<file path="src/rtl/spi_ram_tester_pkg.sv">
// spi_ram_tester_pkg: shared types and constants for the SPI-RAM traffic
// generator/checker (state and phase enums, mode encodings, error saturation).
package spi_ram_tester_pkg;

  // Main sequencer states; one word operation walks GAP -> ISSUE -> ACK -> WAIT -> NEXT
  typedef enum logic [2:0] {
    ST_IDLE,
    ST_GAP,
    ST_ISSUE,
    ST_ACK,
    ST_WAIT,
    ST_NEXT,
    ST_DONE
  } state_t;

  // Which half of the test is running: pattern writes or read-back verification
  typedef enum logic {
    PH_WRITE,
    PH_VERIFY
  } phase_t;

  localparam logic [1:0] MODE_WRITE        = 2'd0;
  localparam logic [1:0] MODE_VERIFY       = 2'd1;
  localparam logic [1:0] MODE_WRITE_VERIFY = 2'd2;
  localparam logic [1:0] MODE_CONTINUOUS   = 2'd3;

  localparam logic [15:0] ERR_SAT = 16'hFFFF;

  // Saturating increment of the mismatch counter
  function automatic logic [15:0] err_inc(input logic [15:0] cnt);
    return (cnt == ERR_SAT) ? cnt : cnt + 16'd1;
  endfunction

  // Verify-only runs start by reading; every other mode starts by writing
  function automatic phase_t start_phase(input logic [1:0] mode);
    return (mode == MODE_VERIFY) ? PH_VERIFY : PH_WRITE;
  endfunction

endpackage

</file>
<file path="src/rtl/spi_ram_tester_pattern.sv">
// spi_ram_tester_pattern: combinational address/data generator.
// Word i lives at base + i*STRIDE (wrapping in ADDR_W bits) and holds
// seed + zero-extended address (wrapping in DATA_W bits). The same output
// drives the write data and serves as the expected value for read-back.
module spi_ram_tester_pattern
  import spi_ram_tester_pkg::*;
#(
  parameter int ADDR_W = 16,
  parameter int DATA_W = 32,
  parameter int STRIDE = 4,
  parameter int IDX_W  = 9
) (
  input  logic [ADDR_W-1:0] base,
  input  logic [IDX_W-1:0]  index,
  input  logic [DATA_W-1:0] seed,
  output logic [ADDR_W-1:0] addr,
  output logic [DATA_W-1:0] data
);

  logic [ADDR_W-1:0] offset;

  // Address and data for the current word, both wrapping silently
  always_comb begin
    offset = ADDR_W'(index) * ADDR_W'(STRIDE);
    addr   = base + offset;
    data   = seed + DATA_W'(addr);
  end

endmodule

</file>
<file path="src/rtl/spi_ram_tester.sv">
// spi_ram_tester: SPI-RAM traffic generator and checker driving the
// spi_ram_controller start/busy interface. Writes an address-derived pattern
// over a region, reads it back, counts mismatches and records the first bad
// address. last_rdata is meant for the LED scanner.
// Build option: define SPI_RAM_TESTER_ERR_HALT_EN to stop at the first mismatch.
module spi_ram_tester
  import spi_ram_tester_pkg::*;
#(
  parameter int ADDR_W    = 16,
  parameter int DATA_W    = 32,
  parameter int STRIDE    = 4,
  parameter int NUM_WORDS = 256,
  parameter int GAP_W     = 8
) (
  input  logic              clk12MHz,
  input  logic              rstn,
  input  logic              go,
  input  logic [1:0]        mode,
  input  logic [ADDR_W-1:0] base_addr,
  input  logic [DATA_W-1:0] seed,
  input  logic [GAP_W-1:0]  gap,
  output logic [ADDR_W-1:0] ram_addr,
  output logic [DATA_W-1:0] ram_wdata,
  output logic              ram_start_read,
  output logic              ram_start_write,
  input  logic [DATA_W-1:0] ram_rdata,
  input  logic              ram_busy,
  output logic              active,
  output logic              done,
  output logic              pass,
  output logic [15:0]       err_count,
  output logic [ADDR_W-1:0] first_err_addr,
  output logic [DATA_W-1:0] last_rdata
);

  // Index must be able to hold NUM_WORDS itself for the end-of-phase compare
  localparam int IDX_W = $clog2(NUM_WORDS + 1);
  localparam logic [IDX_W-1:0] LAST_IDX = IDX_W'(NUM_WORDS);

  state_t            state_q, state_d;
  phase_t            phase_q, phase_d;
  logic [1:0]        mode_q, mode_d;
  logic [ADDR_W-1:0] base_q, base_d;
  logic [DATA_W-1:0] seed_q, seed_d;
  logic [GAP_W-1:0]  gap_q, gap_d;
  logic [GAP_W-1:0]  gap_cnt_q, gap_cnt_d;
  logic [IDX_W-1:0]  index_q, index_d;
  logic              stop_q, stop_d;
  logic              active_q, active_d;
  logic              pass_q, pass_d;
  logic [15:0]       err_count_q, err_count_d;
  logic [ADDR_W-1:0] first_err_addr_q, first_err_addr_d;
  logic [DATA_W-1:0] last_rdata_q, last_rdata_d;

  logic [ADDR_W-1:0] pat_addr;
  logic [DATA_W-1:0] pat_data;
  logic [IDX_W-1:0]  idx_inc;
  logic              mismatch;

  spi_ram_tester_pattern #(
    .ADDR_W (ADDR_W),
    .DATA_W (DATA_W),
    .STRIDE (STRIDE),
    .IDX_W  (IDX_W)
  ) u_pattern (
    .base  (base_q),
    .index (index_q),
    .seed  (seed_q),
    .addr  (pat_addr),
    .data  (pat_data)
  );

  assign idx_inc  = index_q + IDX_W'(1);
  assign mismatch = (ram_rdata != pat_data);

  // Next-state and datapath updates for the word-by-word test sequencer
  always_comb begin
    state_d          = state_q;
    phase_d          = phase_q;
    mode_d           = mode_q;
    base_d           = base_q;
    seed_d           = seed_q;
    gap_d            = gap_q;
    gap_cnt_d        = gap_cnt_q;
    index_d          = index_q;
    stop_d           = stop_q;
    active_d         = active_q;
    pass_d           = pass_q;
    err_count_d      = err_count_q;
    first_err_addr_d = first_err_addr_q;
    last_rdata_d     = last_rdata_q;

    case (state_q)
      ST_IDLE: begin
        if (go) begin
          mode_d           = mode;
          base_d           = base_addr;
          seed_d           = seed;
          gap_d            = gap;
          err_count_d      = '0;
          first_err_addr_d = '0;
          active_d         = 1'b1;
          stop_d           = 1'b0;
          phase_d          = start_phase(mode);
          index_d          = '0;
          gap_cnt_d        = '0;
          state_d          = ST_GAP;
        end
      end

      ST_GAP: begin
        if (gap_cnt_q != gap_q) begin
          gap_cnt_d = gap_cnt_q + GAP_W'(1);
        end else if (!ram_busy) begin
          state_d = ST_ISSUE;
        end
      end

      ST_ISSUE: begin
        state_d = ST_ACK;
      end

      // The controller only raises busy the cycle after start, so skip one look
      ST_ACK: begin
        state_d = ST_WAIT;
      end

      ST_WAIT: begin
        if (!ram_busy) begin
          state_d = ST_NEXT;
          if (phase_q == PH_VERIFY) begin
            last_rdata_d = ram_rdata;
            if (mismatch) begin
              err_count_d = err_inc(err_count_q);
              if (err_count_q == '0) begin
                first_err_addr_d = pat_addr;
              end
`ifdef SPI_RAM_TESTER_ERR_HALT_EN
              state_d = ST_DONE;
`endif
            end
          end
        end
      end

      ST_NEXT: begin
        gap_cnt_d = '0;
        if (idx_inc != LAST_IDX) begin
          index_d = idx_inc;
          state_d = ST_GAP;
        end else begin
          index_d = '0;
          if (phase_q == PH_WRITE) begin
            if (mode_q == MODE_WRITE) begin
              state_d = ST_DONE;
            end else begin
              phase_d = PH_VERIFY;
              state_d = ST_GAP;
            end
          end else begin
            if ((mode_q == MODE_CONTINUOUS) && !stop_q) begin
              seed_d  = seed_q + DATA_W'(1);
              phase_d = PH_WRITE;
              state_d = ST_GAP;
            end else begin
              state_d = ST_DONE;
            end
          end
        end
      end

      ST_DONE: begin
        active_d = 1'b0;
        pass_d   = (err_count_q == '0);
        state_d  = ST_IDLE;
      end

      default: begin
        state_d = ST_IDLE;
      end
    endcase

    // In continuous mode a second go asks the loop to finish after its verify pass
    if (active_q && go && (mode_q == MODE_CONTINUOUS)) begin
      stop_d = 1'b1;
    end
  end

  // State and datapath registers; reset aborts any operation in flight
  always_ff @(posedge clk12MHz) begin
    if (!rstn) begin
      state_q          <= ST_IDLE;
      phase_q          <= PH_WRITE;
      mode_q           <= MODE_WRITE;
      base_q           <= '0;
      seed_q           <= '0;
      gap_q            <= '0;
      gap_cnt_q        <= '0;
      index_q          <= '0;
      stop_q           <= 1'b0;
      active_q         <= 1'b0;
      pass_q           <= 1'b1;
      err_count_q      <= '0;
      first_err_addr_q <= '0;
      last_rdata_q     <= '0;
    end else begin
      state_q          <= state_d;
      phase_q          <= phase_d;
      mode_q           <= mode_d;
      base_q           <= base_d;
      seed_q           <= seed_d;
      gap_q            <= gap_d;
      gap_cnt_q        <= gap_cnt_d;
      index_q          <= index_d;
      stop_q           <= stop_d;
      active_q         <= active_d;
      pass_q           <= pass_d;
      err_count_q      <= err_count_d;
      first_err_addr_q <= first_err_addr_d;
      last_rdata_q     <= last_rdata_d;
    end
  end

  // Address/data come from registered base/index/seed, so they stay put from ISSUE through WAIT
  assign ram_addr        = pat_addr;
  assign ram_wdata       = pat_data;
  assign ram_start_write = (state_q == ST_ISSUE) && (phase_q == PH_WRITE);
  assign ram_start_read  = (state_q == ST_ISSUE) && (phase_q == PH_VERIFY);
  assign done            = (state_q == ST_DONE);
  assign active          = active_q;
  assign pass            = pass_q;
  assign err_count       = err_count_q;
  assign first_err_addr  = first_err_addr_q;
  assign last_rdata      = last_rdata_q;

endmodule

</file>
<file path="config.mk">
export PLATFORM = sky130hd
export DESIGN_NAME = spi_ram_tester
export DESIGN_NICKNAME = d
export VERILOG_FILES = /design/src/rtl/spi_ram_tester_pkg.sv /design/src/rtl/spi_ram_tester_pattern.sv /design/src/rtl/spi_ram_tester.sv
export SDC_FILE = /design/constraint.sdc
export NUM_CORES = 1
export LEC_CHECK = 0
export BUFFER_PORTS_ARGS = -buffer_cell sky130_fd_sc_hd__buf_2
export CORE_MARGIN = 2
export CORE_UTILIZATION = 55
export DETAILED_ROUTE_END_ITERATION = 8
export HOLD_SLACK_MARGIN = 0.08
export PLACE_DENSITY = 0.81
export SLEW_MARGIN = 20
export SYNTH_ARGS = -nofsm -noshare
export SYNTH_HDL_FRONTEND = slang
export SYNTH_HIERARCHICAL = 1
export SYNTH_SLANG_ARGS = --single-unit
export TNS_END_PERCENT = 1
</file>
<file path="constraint.sdc">
create_clock -name clk12MHz -period 6.89 [get_ports clk12MHz]
set_input_delay 0.689 -clock clk12MHz [delete_from_list [all_inputs] [get_ports clk12MHz]]
set_output_delay 0.689 -clock clk12MHz [all_outputs]
set_load 0.005 [all_outputs]
</file>
[After elaboration in Yosys (flattened, before gate mapping)]
Index checks and enable logic that the tools add are counted.
Word-level totals
  register bits: 146
  logic and storage cells: 115
  input bits: 94
Cells by class
  equal/unequal tests: 24
  muxes and demuxes: 43
  reductions and logical operators: 26
  bitwise operators: 2
  $add $sub $neg: 6
Operator list (number)
  $mux W16: 9
  $mux W32: 4
  $pmux W16 S2: 2
  $pmux W32 S2: 1
  $add A32 B1 Y32 const B: 1
  $add A32 B16 Y32: 1
  $ne A32 B32 Y1: 1
  $mux W3: 8
  $ne A2 B2 Y1 const B: 12
  $pmux W8 S3: 1
  $mux W9: 2
  $pmux W3 S6: 1
  $pmux W9 S2: 1
  $add A16 B1 Y16 const B: 1
  $add A16 B11 Y16: 1
  $eq A16 B16 Y1 const B: 1
  $logic_not A16 Y1: 1
  $mux W8: 2
  $reduce_and A6 Y1: 2
  $mux W1: 10
  $reduce_bool A2 Y1: 5
  $add A9 B1 Y9 const B: 1
  $eq A3 B3 Y1 const B: 3
  $ne A9 B9 Y1 const B: 1
  17 further kinds: 29

[Depth between registers and ports, before layout]
Gate-level depths: netlist (run 1).
  depth after elaboration: 7
  gate-level depth with buffers: 24

[Modules after synthesis]
Netlist (run 1), hierarchy kept.
Modules (own cells, without submodules)
  spi_ram_tester: area each 7280.7 um^2, sequential area each 2922.8 um^2, times used 1, cells each 929
  spi_ram_tester_pattern: area each 1694.1 um^2, sequential area each 0.0 um^2, times used 1, cells each 234

[Worst setup path after synthesis (run 1)]
Ideal clock, no wire load.
  path kind: register to register
  start point: reg index_q[0]
  end point: reg err_count_q[2], in the netlist err_count[2]
  required time: 6.774 ns
  stages on the path, launching flop included: 23
  arrival: 4.861 ns
  clock period less this slack: 4.977 ns
  setup slack: 1.913 ns
  cell sequence: dfxtp_1 ha_1 inv_1 fa_1 nor2b_1 o21ai_0 a21bo_2 a211oi_1 o21ai_0 xnor2_1 ha_1 a21oi_1 inv_1 o311ai_4 a21oi_1 xor2_1 xor2_1 nor4_1 nand4_1 nor2_1 o31ai_1 buf_2 a31o_2
On the way
  longest elaborated chain between the ends: 5
RTL lines
  start, declared: RTL line spi_ram_tester.sv:47  | logic [IDX_W-1:0] index_q, index_d;
  start signal, assigned: RTL line spi_ram_tester.sv:214  | index_q <= index_d;
  $add A16 B11 Y16: RTL line spi_ram_tester_pattern.sv:25  | addr = base + offset;
  via ram_addr[12]: RTL line spi_ram_tester.sv:22  | output logic [ADDR_W-1:0] ram_addr,
  $add A32 B16 Y32: RTL line spi_ram_tester_pattern.sv:26  | data = seed + DATA_W'(addr);
  via ram_wdata[21]: RTL line spi_ram_tester.sv:23  | output logic [DATA_W-1:0] ram_wdata,
  $ne A32 B32 Y1: RTL line spi_ram_tester.sv:74  | assign mismatch = (ram_rdata != pat_data);
  $ne A2 B2 Y1 (no source line)
  $reduce_and A6 Y1 (no source line)
  end signal, assigned: RTL line spi_ram_tester.sv:218  | err_count_q <= err_count_d;
  end, declared: RTL line spi_ram_tester.sv:51  | logic [15:0] err_count_q, err_count_d;
The timed path passes the listed nets, and every way through them passes these cells.
A chain may end at the register's enable or synchronous reset.

[Worst setup path after layout (run 1)]
  start point: reg index_q[0]
  end point: reg err_count_q[9], in the netlist err_count[9]
On the way
  longest elaborated chain between the ends: 5
RTL lines (RTL line)
  $add A16 B11 Y16: spi_ram_tester_pattern.sv:25
  $add A32 B16 Y32: spi_ram_tester_pattern.sv:26
  $ne A32 B32 Y1: spi_ram_tester.sv:74
  $ne A2 B2 Y1 (no source line)
  $reduce_and A6 Y1 (no source line)
Every way passes these cells.

==> results of run 1 <==
[how the worst min path moves through the flow]
stage,from,endpoint,slack (ps),depth (start not counted)
final,last_rdata[3]$_SDFFE_PN0P_,last_rdata[3]$_SDFFE_PN0P_,450,2
after global routing,last_rdata[6]$_SDFFE_PN0P_,last_rdata[6]$_SDFFE_PN0P_,470,2
after CTS,last_rdata[14]$_SDFFE_PN0P_,last_rdata[14]$_SDFFE_PN0P_,450,2
after detailed placement,last_rdata[29]$_SDFFE_PN0P_,last_rdata[29]$_SDFFE_PN0P_,440,2
after global placement,last_rdata[29]$_SDFFE_PN0P_,last_rdata[29]$_SDFFE_PN0P_,440,2
after floorplan,stop_q$_SDFFE_PN0P_,stop_q$_SDFFE_PN0P_,440,2
[power by group]
part	total [uW]	internal (uW)	leakage (uW)	switching [uW]
clock	986	603	0.000294	383
combinational	363	139	0.00303	224
sequential	924	874	0.00119	50.4
[final cells by class]
type | count | area share, %
Timing Repair Buffer | 223 | 10.68
Tap cell | 216 | 2.514
Sequential cell | 146 | 27.18
Clock inverter | 10 | 1.373
Inverter | 26 | 0.9193
Multi-Input combinational cell | 925 | 52.92
Clock buffer | 22 | 4.411
[Yosys cell counts, types with 6 or more instances]
cell type / n
a31oi_1: 6
o21ai_0: 44
o311ai_0: 18
xnor2_1: 35
nor4_1: 13
nand4_1: 29
inv_1: 24
nand3b_1: 7
o21ai_1: 7
nor2b_1: 6
nand2_1: 205
o31ai_1: 7
ha_1: 32
clkbuf_1: 53
dfxtp_1: 146
nor2_1: 60
or3_1: 11
buf_2: 8
xor2_1: 49
nor3_1: 31
mux2i_1: 8
o211ai_1: 16
or4_1: 6
and4_1: 7
and2_1: 8
nand2b_1: 7
nand3_1: 61
a21o_1: 9
and3_1: 12
a21oi_1: 145
o2111ai_1: 7
[through the flow]
| stage | power (uW) | cells | cell area, um^2 |
|---|---|---|---|
| after floorplan | 1150 | 1163 | 8975 |
| after global placement | 1288 | 1536 | 10130 |
| after detailed placement | 1294 | 1536 | 10130 |
| after CTS | 2269 | 1568 | 10750 |
| after global routing | 2352 | 1568 | 10750 |
| final | 2273 | 1568 | 10750 |
[layer usage]
layer  track usage (%)  up-vias  routed length [um]
met1             41.17     4515               11620
met3             7.113       99                2600
met5                 0        -                   0
met2             51.31      514               13080
li1                  -     4567                   -
met4             13.83        0                1066
[state kept, by name, summed over array words and instances, names as in the netlist]
signal,cells
last_rdata,32
seed_q,32
base_q,16
err_count,16
first_err_addr,16
index_q,9
gap_cnt_q,8
gap_q,8
state_q,3
mode_q,2
active,1
pass,1
phase_q,1
stop_q,1
[cell families after synthesis]
| group | count (synthesis) | synth area share, % |
|---|---|---|
| flip-flops | 146 | 32.57 |
| AND/OR/NAND/NOR | 480 | 26.03 |
| buffers and inverters | 92 | 4.252 |
| adder cells (fa/ha/maj) | 34 | 4.907 |
| XOR/XNOR | 84 | 8.197 |
| AO/OA/AOI/OAI | 318 | 23.03 |
| multiplexers | 9 | 1.018 |
[worst max-delay path, delay by kind of cell (launching register included)]
| family | cells | cell delay, ps |
|---|---|---|
| AO/OA/AOI/OAI | 8 | 2100 |
| XOR/XNOR | 3 | 840 |
| adder cells (fa/ha/maj) | 3 | 990 |
| buffers and inverters | 1 | 50 |
| flip-flops | 1 | 460 |
| multiplexers | 1 | 180 |
| AND/OR/NAND/NOR | 7 | 1530 |
==> qor.csv, run 1 <==
stage;metric;value;unit
run_status;status;complete, no violations;
routing;Post-DRT Antenna Nets;0;
timing;final period utilization;90.46;%
yosys;syn avg cell area;7.717;um^2
timing;Worst slew margin;28.13;%
timing;Final Hold Vio Count;0;
layout;area of the multi-input gates;5689;um^2
floorplan;Chip Height;131.7;um
critical_path;Worst Path Max Fanout;14;
critical_path;slowest stage delay, CP;540;ps
clocking;Post-CTS Hold Fix Bufs;0;
grt;vias in the first global route;9022;
critical_path;CP Cell Sequence;ha_1, inv_1, fa_1, nor2b_1, o21ai_0, a21bo_2, a211oi_1, o21ai_0, xnor2_1, ha_1, a21oi_1, o21ai_0, nand4_1, nand2_1, a41oi_2, xnor2_1, xor2_1, nor4_1, nand4_1, nor2_1, o31a_1, or4_1, mux2i_1;
grt;largest net degree at the start of global routing;101;
layout;final net count;1467;
timing;final count of pins violating max slew;0;
critical_path;Critical Path RT;7250;ps
timing;Fin Clk Skew;12.69;ps
layout;synthesis-to-layout area growth;19.80;%
timing;setup ws final;657.3;ps
place;gpl congestion;0.9596;
timing;worst-margin pin slew;1078;ps
clocking;H-Tree Depth;4;
yosys;predominant post-synthesis flop cell;dfxtp_1;
routing;Initial DRC Count;1022;
layout;fin util;67.44;%
critical_path;arrival time worst endpoint;6590;ps
yosys;Synth Warn #;6;
layout;FF+latch area;2923;um^2
yosys;sequential-to-total area share from yosys stat;32.57;%
power_and_ir_drop;worst-case vdd ir drop;0.1911;mV
critical_path;r2r setup slk;660;ps
clocking;clock slew seen by the registers of the worst setup and hold paths;60;ps
critical_path;critical path class;reg -> reg;
yosys;post-synthesis cell count;1163;
critical_path;Worst R2R End;err_count[9]$_SDFFE_PN0P_;
hold_path;hold crit path type;reg -> reg;
routing;vias per cell;6.183;
clocking;clock buffer depth;2;
critical_path;crit path launch type;register;
yosys;Synth Register Bits;146;
clocking;Num CTS Buffers;17;
yosys;async set-reset flop share out of synthesis;0;%
grt;initial antenna violation count;0;
grt;GRT overflow;0;
routing;per-cell routed wire length;18.09;um
grt;overall global routing resource usage;31.84;%
layout;fraction of layout cells with a size suffix above 1;21.38;%
yosys;area leader, netlist;dfxtp_1;
yosys;Post-synth EDFFs;0;
critical_path;Crit-path slowest cell;xnor2_1;
layout;most frequent cells in the layout;210 x buf_2, 205 x nand2_1, 146 x dfxtp_1, 145 x a21oi_1;
job;max-capacitance violation count;0;
clocking;worst skew pair latency;430;ps
yosys;Unique masters post-synth;82;
floorplan;num rows;46;
critical_path;critical path endpoint;err_count[9]$_SDFFE_PN0P_;
timing;setup TNS;0;ps
routing;final WL;28.36;mm
critical_path;CP startpoint;index_q[0]$_SDFFE_PN0P_;
layout;fillers;1359;
critical_path;Worst path most repeated cell;o21ai_0;
clocking;clock sink count;146;
timing;fmax;160.4;MHz
yosys;post-synthesis cell area;8975;um^2
grt;first-pass GRT wire length;45.25;mm
critical_path;critical path capture point type;register;
timing;RSZ-0062 raised after global routing;false;
floorplan;I/O pin count;211;
place;hpwl dp;20.26;mm
place;Port Buf Inserts;210;
critical_path;cells on worst reg2reg path;23;
routing;vias;9695;
layout;ant diodes;0;
place;pre-CTS setup slack;893.4;ps
timing;# setup viols final;0;
critical_path;RR Startpoint;index_q[0]$_SDFFE_PN0P_;
floorplan;Initial Util;56.29;%
clocking;CTS tree;built;
yosys;dominant cells by area after synthesis;dfxtp_1 33%, nand2_1 8.6%, a21oi_1 8.1%, xor2_1 4.8%, ha_1 4.5%;
power_and_ir_drop;Pwr per Cell Area;211.4;nW/um^2
routing;number of iterations in the first detailed-routing pass;6;
floorplan;die width;131.7;um
layout;commonest non-fill, non-tap cell in the layout;buf_2;
timing;fin crit period;6233;ps
routing;DRC Markers;0;
yosys;Synth Net Count;1291;
yosys;area share of the largest cell type after synthesis;32.57;%
power_and_ir_drop;leak pwr;0.004513;uW
floorplan;full die area;17360;um^2
clocking;Post-CTS Setup Inserts;0;
clocking;Root Buffer;clkbuf_16;
clocking;PostCTS Resize Cnt;0;
timing;WHS;449.4;ps
floorplan;core box area;15940;um^2
(Power assumes the default switching activity.)
==> inputs of run 2 (changes only) <==
--- a/config.mk
+++ b/config.mk
@@ -5,15 +5,15 @@
 export SDC_FILE = /design/constraint.sdc
 export NUM_CORES = 1
 export LEC_CHECK = 0
+export ABC_AREA = 1
 export BUFFER_PORTS_ARGS = -buffer_cell sky130_fd_sc_hd__buf_2
 export CORE_MARGIN = 2
-export CORE_UTILIZATION = 55
+export CORE_UTILIZATION = 56
 export DETAILED_ROUTE_END_ITERATION = 8
 export HOLD_SLACK_MARGIN = 0.08
 export PLACE_DENSITY = 0.81
 export SLEW_MARGIN = 20
 export SYNTH_ARGS = -nofsm -noshare
 export SYNTH_HDL_FRONTEND = slang
-export SYNTH_HIERARCHICAL = 1
 export SYNTH_SLANG_ARGS = --single-unit
 export TNS_END_PERCENT = 1
==> run 2 against run 1 <==
Die area grew 12%. Clock-buffer cell count shrank 3. Clock power shrank 5.7%. Design area grew 12%. Final cell count grew 34%. Global-route usage grew 0.24 points. Critical path type unchanged. Critical endpoint is now err_count[2]$_SDFFE_PN0P_. Largest power group is now combinational logic.
==> qor.csv, run 2 <==
stage;metric;value;unit
yosys;syn avg cell area;6.127;um^2
timing;final period utilization;73.87;%
critical_path;arrival time worst endpoint;5430;ps
yosys;Synth Warn #;0;
yosys;dominant cells by area after synthesis;dfxtp_1 28%, nand2_1 17%, inv_1 8.1%, nand3_1 6.8%, nor2_1 5.4%;
timing;worst-margin pin slew;844.0;ps
layout;FF+latch area;2923;um^2
run_status;status;complete, no violations;
layout;ant diodes;0;
yosys;async set-reset flop share out of synthesis;0;%
yosys;Post-synth EDFFs;0;
clocking;Post-CTS Setup Inserts;0;
layout;commonest non-fill, non-tap cell in the layout;nand2_1;
clocking;clock slew seen by the registers of the worst setup and hold paths;70;ps
power_and_ir_drop;Pwr per Cell Area;314.5;nW/um^2
yosys;post-synthesis cell count;1679;
grt;first-pass GRT wire length;50.80;mm
floorplan;full die area;19470;um^2
clocking;Root Buffer;clkbuf_16;
clocking;clock buffer depth;2;
layout;fin util;66.76;%
routing;vias per cell;5.458;
routing;final WL;31.80;mm
floorplan;Chip Height;139.5;um
routing;vias;11450;
hold_path;hold crit path type;reg -> reg;
routing;number of iterations in the first detailed-routing pass;6;
floorplan;die width;139.5;um
routing;DRC Markers;0;
clocking;H-Tree Depth;4;
power_and_ir_drop;worst-case vdd ir drop;0.2076;mV
power_and_ir_drop;leak pwr;0.006179;uW
layout;fillers;1641;
yosys;post-synthesis cell area;10290;um^2
yosys;Synth Register Bits;146;
timing;final count of pins violating max slew;0;
clocking;CTS tree;built;
timing;fin crit period;5090;ps
job;max-capacitance violation count;0;
place;pre-CTS setup slack;1865;ps
power_and_ir_drop;Overall Power;3772;uW
floorplan;num rows;49;
place;Port Buf Inserts;210;
yosys;area share of the largest cell type after synthesis;28.41;%
routing;per-cell routed wire length;15.16;um
timing;setup TNS;0;ps
layout;final net count;1983;
grt;initial antenna violation count;0;
critical_path;Worst Path Max Fanout;34;
place;gpl congestion;1.004;
grt;GRT overflow;0;
grt;overall global routing resource usage;32.08;%
critical_path;critical path capture point type;register;
yosys;Post-synth top cells;476 x nand2_1, 223 x inv_1, 148 x nor2_1, 146 x dfxtp_1, 140 x nand3_1;
routing;Post-DRT Antenna Nets;0;
layout;most frequent cells in the layout;476 x nand2_1, 223 x inv_1, 210 x buf_2, 147 x nor2_1, 146 x dfxtp_1;
grt;vias in the first global route;9987;
layout;area of the multi-input gates;6130;um^2
layout;fraction of layout cells with a size suffix above 1;16.91;%
yosys;Synth Net Count;1806;
clocking;clock sink count;146;
critical_path;crit path launch type;register;
timing;fmax;196.5;MHz
floorplan;core box area;17960;um^2
clocking;PostCTS Resize Cnt;0;
yosys;Unique masters post-synth;47;
floorplan;Initial Util;57.27;%
timing;RSZ-0062 raised after global routing;false;
yosys;top-count cell post-synth;nand2_1;
floorplan;I/O pin count;211;
grt;largest net degree at the start of global routing;59;
clocking;Num CTS Buffers;17;
yosys;sequential-to-total area share from yosys stat;28.41;%
clocking;Post-CTS Hold Fix Bufs;0;
layout;synthesis-to-layout area growth;16.58;%
timing;WHS;466.2;ps
timing;setup ws final;1800;ps
clocking;worst skew pair latency;440;ps
routing;Initial DRC Count;1026;
place;hpwl dp;24.11;mm
yosys;predominant post-synthesis flop cell;dfxtp_1;
timing;Fin Clk Skew;11.96;ps
critical_path;Critical Path RT;7230;ps
yosys;area leader, netlist;dfxtp_1;
timing;Worst slew margin;43.67;%
timing;# setup viols final;0;
critical_path;critical path class;reg -> reg;
timing;Final Hold Vio Count;0;
-- run 2: cell count changes in the layout (fill, tap and decap cells not counted), sizes merged, moves of 32 or more --
cell   delta
nand2   +299
inv     +210
nor2    +100
nand3    +81
a21oi    -39
o21ai    +32
-- run 2: final cells by class --
cell class / instances / area share [%]
Sequential cell: 146 / 24.37
Inverter: 250 / 7.825
Clock buffer: 19 / 3.777
Timing Repair Buffer: 221 / 9.452
Tap cell: 229 / 2.389
Multi-Input combinational cell: 1220 / 51.11
Clock inverter: 13 / 1.075
-- run 2: report_power, final --
part | leakage (uW) | switching (uW) | internal, uW
Sequential | 0.00119 | 221 | 1020
Clock | 0.000289 | 430 | 500
Combinational | 0.00470 | 1000 | 601
Total | 0.00618 | 1650 | 2120
-- run 2: logic make-up after synthesis --
group	share of synthesized area, %
simple gates	38.82
buf+inv	12.08
compound gates	11.66
flops	28.41
xor+xnor	4.865
fa+ha+maj	4.160
-- run 2: path summary, 6_finish.rpt --
check	startpoint	to	slack, ps	depth (start not counted)
hold reg to reg	stop_q$_SDFFE_PN0P_	stop_q$_SDFFE_PN0P_	470	2
setup reg to reg	index_q[0]$_SDFFE_PN0P_	err_count[2]$_SDFFE_PN0P_	1800	27
setup / recovery	index_q[0]$_SDFFE_PN0P_	err_count[2]$_SDFFE_PN0P_	1800	27
hold / removal	stop_q$_SDFFE_PN0P_	stop_q$_SDFFE_PN0P_	470	2
-- run 2: critical path, cell delays in order (launching register included) --
cell	delay, ps
dfxtp_1	420
ha_1	220
fa_1	210
nand3_1	70
nand2_1	130
nand4_1	110
o211ai_1	140
nand2_1	80
a21oi_1	220
nand3_1	130
xor2_1	410
ha_1	380
a21oi_1	280
nand2_1	160
a21oi_1	260
nand2_2	120
nand2_1	130
nand3_1	100
nand3_1	100
nand2_1	60
nor2_2	80
nand2_2	90
nor2_4	140
nand3_4	360
nand3_4	370
nand2_1	90
inv_1	70
nor2_1	40
-- run 2: per-layer routing --
| metal | GRT usage (%) | vias to the layer above | part of all wire, % |
|---|---|---|---|
| met2 | 48.37 | 527 | 43 |
| met4 | 9.211 | 0 | 1.8 |
| met1 | 47.10 | 5145 | 46 |
| met3 | 5.678 | 50 | 9.4 |
| li1 | - | 5729 | - |
| met5 | 0 | - | 0 |
-- run 2: metrics by stage --
stage	instances	cell area [um^2]
3_5_place_dp	2066	11410
5_1_grt	2098	11990
3_3_place_gp	2066	11410
6_report	2098	11990
4_1_cts	2098	11990
2_1_floorplan	1679	10290
==> inputs of run 3 (changes only) <==
==> constraint.sdc (replaced) <==
create_clock -name clk12MHz -period 4.85 [get_ports clk12MHz]
set_input_delay 0.485 -clock clk12MHz [delete_from_list [all_inputs] [get_ports clk12MHz]]
set_output_delay 0.485 -clock clk12MHz [all_outputs]
set_load 0.005 [all_outputs]
==> run 3 against run 2 <==
Maximum frequency grew 12%. Non-clock buffer count grew 11. Sequential power grew 43%. First-iteration DRC count grew 14%. Combinational power grew 46%. Highest routed layer unchanged. Clock skew shrank 0.99 ps.
==> qor.csv, run 3 (synthesized netlist as in run 2, its figures left out) <==
stage;metric;value;unit
run_status;status;complete, no violations;
routing;Initial DRC Count;1174;
grt;initial antenna violation count;0;
power_and_ir_drop;leak pwr;0.006236;uW
timing;worst-margin pin slew;1005;ps
critical_path;critical path endpoint;err_count[14]$_SDFFE_PN0P_;
timing;Worst slew margin;33.00;%
critical_path;Worst R2R End;err_count[14]$_SDFFE_PN0P_;
layout;fin util;67.97;%
critical_path;arrival time worst endpoint;4870;ps
layout;area of the multi-input gates;6226;um^2
clocking;clock slew seen by the registers of the worst setup and hold paths;70;ps
grt;overall global routing resource usage;32.38;%
clocking;Root Buffer;clkbuf_16;
floorplan;I/O pin count;211;
critical_path;Critical Path RT;5190;ps
critical_path;crit path launch type;register;
place;gpl congestion;1.025;
critical_path;Crit-path slowest cell;fa_1;
routing;Post-DRT Antenna Nets;0;
timing;fin crit period;4536;ps
timing;Final Hold Vio Count;0;
grt;GRT overflow;0;
hold_path;hold crit path type;in -> reg;
critical_path;r2r setup slk;310;ps
floorplan;Initial Util;57.27;%
routing;number of iterations in the first detailed-routing pass;5;
floorplan;die width;139.5;um
clocking;worst skew pair latency;440;ps
critical_path;CP startpoint;index_q[0]$_SDFFE_PN0P_;
clocking;CTS tree;built;
clocking;clock buffer depth;2;
layout;fillers;1667;
timing;Fin Clk Skew;10.98;ps
routing;per-cell routed wire length;15.28;um
critical_path;Worst Path Max Fanout;8;
critical_path;WP depth;28;
routing;vias;11580;
routing;final WL;32.27;mm
grt;vias in the first global route;10290;
critical_path;Worst path most repeated cell;nand2_1;
layout;final net count;1996;
clocking;Num CTS Buffers;17;
layout;commonest non-fill, non-tap cell in the layout;nand2_1;
clocking;Post-CTS Hold Fix Bufs;0;
critical_path;critical path capture point type;register;
grt;largest net degree at the start of global routing;54;
timing;final period utilization;93.52;%
layout;synthesis-to-layout area growth;18.69;%
critical_path;Crit path max-delay family;simple AND/OR/NAND/NOR gates;
layout;FF+latch area;2924;um^2
floorplan;core box area;17960;um^2
place;Port Buf Inserts;210;
grt;first-pass GRT wire length;51.47;mm
clocking;H-Tree Depth;4;
critical_path;buffers plus inverters on the worst setup path;2;
place;hpwl dp;24.39;mm
timing;final count of pins violating max slew;0;
layout;most frequent cells in the layout;475 x nand2_1, 223 x inv_1, 210 x buf_2, 147 x nor2_1, 145 x dfxtp_1;
routing;vias per cell;5.487;
power_and_ir_drop;worst-case vdd ir drop;0.2977;mV
critical_path;slowest stage delay, CP;410;ps
timing;fmax;220.5;MHz
routing;DRC Markers;0;
power_and_ir_drop;Pwr per Cell Area;450.3;nW/um^2
critical_path;cells on worst reg2reg path;28;
critical_path;critical path class;reg -> reg;
hold_path;Min-Delay Startpoint;ram_rdata[9];
power_and_ir_drop;Overall Power;5498;uW
floorplan;full die area;19470;um^2
layout;fraction of layout cells with a size suffix above 1;18.12;%
layout;ant diodes;0;
clocking;clock sink count;146;
timing;# setup viols final;0;
floorplan;Chip Height;139.5;um
critical_path;RR Startpoint;index_q[0]$_SDFFE_PN0P_;
job;max-capacitance violation count;0;
floorplan;num rows;49;
[run 3: how the worst min path moves through the flow]
stage                                  to  slack (ps)  depth (start not counted)
4_1_cts        last_rdata[9]$_SDFFE_PN0P_         290                          3
3_3_place_gp          stop_q$_SDFFE_PN0P_         450                          2
5_1_grt        last_rdata[9]$_SDFFE_PN0P_         310                          3
2_1_floorplan     base_q[15]$_SDFFE_PN0P_         440                          2
3_5_place_dp          stop_q$_SDFFE_PN0P_         460                          2
6_report       last_rdata[9]$_SDFFE_PN0P_         300                          3
[run 3: final cells by class]
type | instances | share of cell area (%)
Clock inverter | 12 | 1.383
Multi-Input combinational cell | 1222 | 50.99
Tap cell | 229 | 2.347
Clock buffer | 20 | 3.658
Inverter | 250 | 7.685
Timing Repair Buffer | 232 | 9.991
Sequential cell | 146 | 23.95
[run 3: tightest hold or removal path, delay by kind of cell]
| family | cells | cell delay, ps |
|---|---|---|
| simple gates | 2 | 120 |
| buf+inv | 1 | 90 |
[run 3: repair_timing]
| action | 4_1_cts | 5_1_grt |
|---|---|---|
| gates resized for setup | 0 | 20 |
| endpoints found under the setup margin | 0 | 33 |
| buffers inserted | 0 | 5 |
[run 3: per-layer routing]
layer	up-vias	wire [um]	global-route usage, %
li1	5754	-	-
met1	5187	14590	46.96
met2	576	13660	49.79
met3	66	3322	6.022
met4	0	697	8.316
met5	-	0	0
[run 3: metrics by stage]
stage | instance area, um^2 | std cells | setup slack, ps | TNS (ps) | hold slack (ps)
3_5_place_dp | 11460 | 2072 | 239.2 | 0 | 457.8
3_3_place_gp | 11460 | 2072 | 333.6 | 0 | 449.1
2_1_floorplan | 10290 | 1679 | 991.0 | 0 | 438.0
4_1_cts | 12070 | 2104 | 186.0 | 0 | 293.7
5_1_grt | 12210 | 2111 | -11.14 | -14.50 | 305.1
6_report | 12210 | 2111 | 314.2 | 0 | 299.1
[run 3: power by group]
group	internal [uW]	total, uW	switching (uW)
Combinational	875	2330	1450
Sequential	1450	1770	322
Clock	835	1400	568
